==> src/rtl/tonegen_poly.sv <==
// tonegen_poly: CHANNELS independent square-wave tone generators, each with an
//   optional self-silencing note duration, mixed to one pin by a first-order sigma-delta.
// Latency: a write takes effect on the edge that samples it; speaker lags chan_out by 1 cycle.
// Backpressure: none, every cfg_we pulse is accepted in the cycle it is presented.
//
// Ports:
//   clk, resetn          system clock, asynchronous active-low reset
//   cfg_we               single-cycle write strobe
//   cfg_chan             target channel (out-of-range indices are ignored)
//   cfg_divider          half-period minus one, 0 silences the channel
//   cfg_duration         active cycles, 0 plays indefinitely
//   chan_out[CHANNELS]   per-channel square wave (registered)
//   busy[CHANNELS]       channel currently sounding
//   done[CHANNELS]       one-cycle pulse when a duration expires
//   speaker              sigma-delta mixed output (registered)
module tonegen_poly #(
  parameter int CHANNELS  = 4,
  parameter int DIV_WIDTH = 24,
  parameter int DUR_WIDTH = 24,
  localparam int CW = (CHANNELS > 1) ? $clog2(CHANNELS) : 1
) (
  input  logic                 clk,
  input  logic                 resetn,
  input  logic                 cfg_we,
  input  logic [CW-1:0]        cfg_chan,
  input  logic [DIV_WIDTH-1:0] cfg_divider,
  input  logic [DUR_WIDTH-1:0] cfg_duration,
  output logic [CHANNELS-1:0]  chan_out,
  output logic [CHANNELS-1:0]  busy,
  output logic [CHANNELS-1:0]  done,
  output logic                 speaker
);

  // Popcount width, and accumulator width: one bit more than needed to hold 2*CHANNELS.
  localparam int SW = $clog2(CHANNELS + 1);
  localparam int TW = $clog2(2 * CHANNELS + 1) + 1;

  logic [DIV_WIDTH-1:0] r_div    [CHANNELS];
  logic [DIV_WIDTH-1:0] r_phase  [CHANNELS];
  logic [DUR_WIDTH-1:0] r_remain [CHANNELS];
  logic [CHANNELS-1:0]  r_busy;
  logic [CHANNELS-1:0]  r_chan_out;
  logic [CHANNELS-1:0]  r_done;
  logic [TW-1:0]        r_acc;
  logic                 r_speaker;

  logic [CHANNELS-1:0]  w_wr;
  logic [SW-1:0]        w_sum;
  logic [TW-1:0]        w_t;

  // Channel select decode. An index >= CHANNELS matches no channel, so such a
  // write is dropped (only reachable when CHANNELS is not a power of two).
  always_comb begin
    w_wr = '0;
    for (int i = 0; i < CHANNELS; i++) begin
      w_wr[i] = cfg_we && (32'(cfg_chan) == i);
    end
  end

  // Per-channel tone and duration state. A write takes priority over the
  // expiry of the same channel, so a rewrite on the expiry cycle restarts the
  // note and suppresses done.
  always_ff @(posedge clk or negedge resetn) begin
    if (!resetn) begin
      for (int i = 0; i < CHANNELS; i++) begin
        r_div[i]    <= '0;
        r_phase[i]  <= '0;
        r_remain[i] <= '0;
      end
      r_busy     <= '0;
      r_chan_out <= '0;
      r_done     <= '0;
    end else begin
      r_done <= '0;
      for (int i = 0; i < CHANNELS; i++) begin
        if (w_wr[i]) begin
          r_div[i]      <= cfg_divider;
          r_phase[i]    <= '0;
          r_remain[i]   <= cfg_duration;
          r_chan_out[i] <= 1'b0;
          r_busy[i]     <= (cfg_divider != '0);
        end else if (r_busy[i]) begin
          if (r_remain[i] == DUR_WIDTH'(1)) begin
            // Last active cycle: silence and flag completion.
            r_busy[i]     <= 1'b0;
            r_chan_out[i] <= 1'b0;
            r_remain[i]   <= '0;
            r_phase[i]    <= '0;
            r_done[i]     <= 1'b1;
          end else begin
            if (r_remain[i] != '0) begin
              r_remain[i] <= r_remain[i] - DUR_WIDTH'(1);
            end
            // phase counts 0..div, so it can never wrap.
            if (r_phase[i] == r_div[i]) begin
              r_chan_out[i] <= ~r_chan_out[i];
              r_phase[i]    <= '0;
            end else begin
              r_phase[i] <= r_phase[i] + DIV_WIDTH'(1);
            end
          end
        end
      end
    end
  end

  // Mixer: number of channels currently high, added into the accumulator.
  always_comb begin
    w_sum = '0;
    for (int i = 0; i < CHANNELS; i++) begin
      w_sum = w_sum + SW'(r_chan_out[i]);
    end
    w_t = r_acc + TW'(w_sum);
  end

  // First-order sigma-delta: emit a 1 whenever the accumulator crosses
  // CHANNELS, giving a long-run density of sum/CHANNELS.
  always_ff @(posedge clk or negedge resetn) begin
    if (!resetn) begin
      r_acc     <= '0;
      r_speaker <= 1'b0;
    end else if (w_t >= TW'(CHANNELS)) begin
      r_acc     <= w_t - TW'(CHANNELS);
      r_speaker <= 1'b1;
    end else begin
      r_acc     <= w_t;
      r_speaker <= 1'b0;
    end
  end

  assign chan_out = r_chan_out;
  assign busy     = r_busy;
  assign done     = r_done;
  assign speaker  = r_speaker;

endmodule

==> config.mk <==
export PLATFORM = sky130hd
export DESIGN_NAME = tonegen_poly
export DESIGN_NICKNAME = d
export VERILOG_FILES = /design/src/rtl/tonegen_poly.sv
export SDC_FILE = /design/constraint.sdc
export NUM_CORES = 1
export LEC_CHECK = 0
export BUFFER_PORTS_ARGS = -buffer_cell sky130_fd_sc_hd__buf_2
export CAP_MARGIN = 40
export CORE_ASPECT_RATIO = 0.9
export CORE_MARGIN = 2
export CORE_UTILIZATION = 40
export CTS_BUF_LIST = sky130_fd_sc_hd__clkbuf_2 sky130_fd_sc_hd__clkbuf_4 sky130_fd_sc_hd__clkbuf_8
export DETAILED_ROUTE_END_ITERATION = 8
export PLACE_DENSITY_LB_ADDON = 0.05
export SYNTH_ARGS = -nofsm -noshare
export SYNTH_HDL_FRONTEND = slang
export SYNTH_SLANG_ARGS = --single-unit
==> constraint.sdc <==
create_clock -name clk -period 2.5 [get_ports clk]
set_input_delay 0.25 -clock clk [delete_from_list [all_inputs] [get_ports clk]]
set_output_delay 0.25 -clock clk [all_outputs]
set_load 0.05 [all_outputs]
==> flow_summary.yaml <==
routing:
  routedWlPerCell_um: 19.5
  drc: 0
  via_per_inst: 5.48
  initialDrtViolationCount: 1156
  dr.pass1.iters: 5
  routed_wl_mm: 53.0
  vias: 14858
  ant_nets: 0
run:
  max_cap_violations: 0
clock_tree:
  insertion_delay_ns: 0.67
  clockBufferDepth: 3
  root_buffer: "clkbuf_8"
  cts.htree.levels: 2
  cts_tree: "yes"
  path_clk_slew_ns: 0.07
  clock_sinks: 306
  cts_buffers: 56
floorplanning:
  ios: 66
  die_w_um: 218
  initial_utilization_pct: 40.5
  num_rows: 70
  die-area_mm2: 0.0428
  die_h_um: 196
  design.core.area_mm2: 0.0406
layout:
  final_common_cell: "nand2_1"
  fin_area_mm2: 0.0204
  layout-drive-gt1-share_pct: 17.4
  area_delta_synth_final_pct: 23.9
  nets: 2198
  layout_common_cells: "411 x nand2_1, 302 x dfrtp_1, 186 x nor2_1, 120 x buf_4, 118 x xor2_1"
setup_path:
  crit_slowest_cell: "or4_4"
  crit_chain: "or4_4 -> or4_4 -> o41ai_4 -> buf_4 -> buf_6 -> or4_4 -> o21ai_2 -> a21o_1"
  crit_type: "reg2reg"
  end_kind: "register"
  cpMostUsedCell: "or4_4"
  crit_arrival_ns: 3.05
  slowest_delay_ns: 0.54
  reg2reg_depth: 8
  cp-start-kind: "register"
  cp_max_fo: 4
  required_ns: 3.05
worst_hold_path:
  hold_path_class: "in2async"
global_route:
  antenna_found_initial: 0
  track_usage_pct: 25.0
  grt_pass1_vias: 14274
  busiest_layer: "met2"
  met2_usage_pct: 39.5
  grt_util_met3_pct: 3.04
  grt_pass1_wl_mm: 83.5
  overflow: 0
  grt_max_degree: 76
  grtUsageMet1_pct: 36.2
timing:
  hold_viol: 0
  fin_crit_sh_pct: 100
  final.min_clock_period_ns: 2.51
  fin_setup_tns_ns: -0.0117
  slew_viol_final: 0
  max_freq_ghz: 0.399
  relSlewSlack_pct: 57.3
  worst_slack_ns: -0.00742
  worstMarginPinSlew_ns: 0.640
  finClkSkew_ns: 0.0225
  rsz0062_at_grt: "true"
  hold_ws_ns: 0.113
  finalSetupViolations: 2
place:
  io_buffers: 65
  dp_hpwl_mm: 37.5
  gp_congestion: 0.893
  dp_worst_setup_slack_ns: -0.120
  post_dp_cell_area_mm2: 0.0183
synthesis:
  synth_top_flop_cell: "dfrtp_1"
  synthCells: 1894
  async_reset_ff_share_pct: 100
  ys_types: 74
  syn_nets: 1965
  avgSynthCellArea_um2: 8.69
  synth-seq-area-share_pct: 46.5
  yosys_warnings: 0
  synth_edf_count: 0
  netlist_area_mm2: 0.0165
  ys_ff_latch: 306
power:
  p_leak_nw: 9.28
  power_density_mw_per_mm2: 857
  ir_drop_v: 0.000514
outcome:
  violations: "setup timing"
  status: "complete, but fails checks"
[state kept, by name (all words and copies together), names as in the netlist]
| register | cells |
|---|---|
| busy | 4 |
| chan_out | 4 |
| done | 4 |
| r_acc | 5 |
| r_div | 96 |
| r_phase | 96 |
| r_remain | 96 |
| speaker | 1 |
[report_power, final]
part	switching [mW]	total, mW	internal (mW)
logic	2.77	5.04	2.27
registers	1.04	6.96	5.92
clock network	2.26	5.46	3.20
[path summary, 6_finish.rpt]
path | slack [ns] | to | startpoint
min in group clk | 0.19 | r_phase[1] | cfg_we
max in group asynchronous | 1.51 | r_remain[31] | resetn
hold reg to reg | 0.49 | r_div[55] | r_div[55]
setup / recovery | -0.007 | r_remain[37] | r_remain[44]
setup reg to reg | -0.007 | r_remain[37] | r_remain[44]
hold / removal | 0.11 | r_div[61] | resetn
[per-layer routing]
layer	up-vias	wire length (µm)
met1	7272	25200
li1	7148	-
met3	68	2200
met5	-	0
met4	0	1080
met2	370	24500
[worst max-delay path, delay by kind of cell, from the launching register on]
kind            cells  cell delay (ns)
compound gates      3             0.57
buf+inv             2             0.32
flops               1             0.38
simple gates        3             1.14
[cell families (layout without fill, tap and decap cells)]
| group | count (synthesis) | after routing | share of synthesized area [%] |
|---|---|---|---|
| AND/OR/NAND/NOR | 983 | 983 | 27.9 |
| XOR/XNOR | 184 | 184 | 9.79 |
| multiplexers | 4 | 4 | 0.266 |
| other | 0 | 1 | 0 |
| buffers and inverters | 105 | 383 | 2.46 |
| adder cells (fa/ha/maj) | 18 | 18 | 1.51 |
| flip-flops | 306 | 306 | 46.5 |
| AO/OA/AOI/OAI | 294 | 294 | 11.6 |
[synth_stat cells, drive strengths merged (9+ instances only)]
| master | n | area, µm² |
|---|---|---|
| a221o | 9 | 90.1 |
| o311ai | 12 | 105 |
| or4 | 18 | 143 |
| inv | 27 | 101 |
| o31ai | 9 | 77.6 |
| nor4 | 57 | 363 |
| nor3 | 77 | 395 |
| nand4 | 42 | 263 |
| xnor2 | 65 | 569 |
| clkbuf | 62 | 233 |
| xor2 | 119 | 1040 |
| nor2 | 191 | 722 |
| a32oi | 16 | 140 |
| dfrtp | 306 | 7660 |
| o211ai | 16 | 120 |
| nand2 | 412 | 1550 |
| and4 | 12 | 105 |
| ha | 15 | 188 |
| nand3b | 11 | 82.6 |
| nand3 | 87 | 440 |
| and3 | 29 | 181 |
| o21ai | 116 | 581 |
| a22oi | 17 | 128 |
| a21oi | 50 | 250 |
| a31oi | 12 | 75.1 |
| buf | 16 | 71.3 |
[per-stage QoR]
step / power (mW) / instances / utilization, %
2_1_floorplan: 9.75 / 1894 / -
3_3_place_gp: 11.6 / 2552 / 45.0
3_5_place_dp: 11.7 / 2553 / 45.0
4_1_cts: 17.4 / 2709 / 49.6
5_1_grt: 18.5 / 2712 / 50.1
6_report: 17.5 / 2713 / 50.1
[final cells by class]
| class | instances | area (µm²) |
|---|---|---|
| clock inverter | 7 | 72.6 |
| inverter | 27 | 101 |
| multi-input combinational | 1483 | 8620 |
| antenna | 1 | 2.50 |
| tap | 540 | 676 |
| fill | 3996 | 20300 |
| sequential | 306 | 7660 |
| clock buffer | 96 | 1230 |
| timing repair buffer | 253 | 2010 |
[what timing repair did]
action,4_1_cts,5_1_grt
setup buffers,4,4
resized for setup,8,43
endpoints found under the hold margin,445,0
hold buffers,49,0
pin swaps,10,14
setup endpoints to repair,24,96
(Power assumes the default switching activity.)
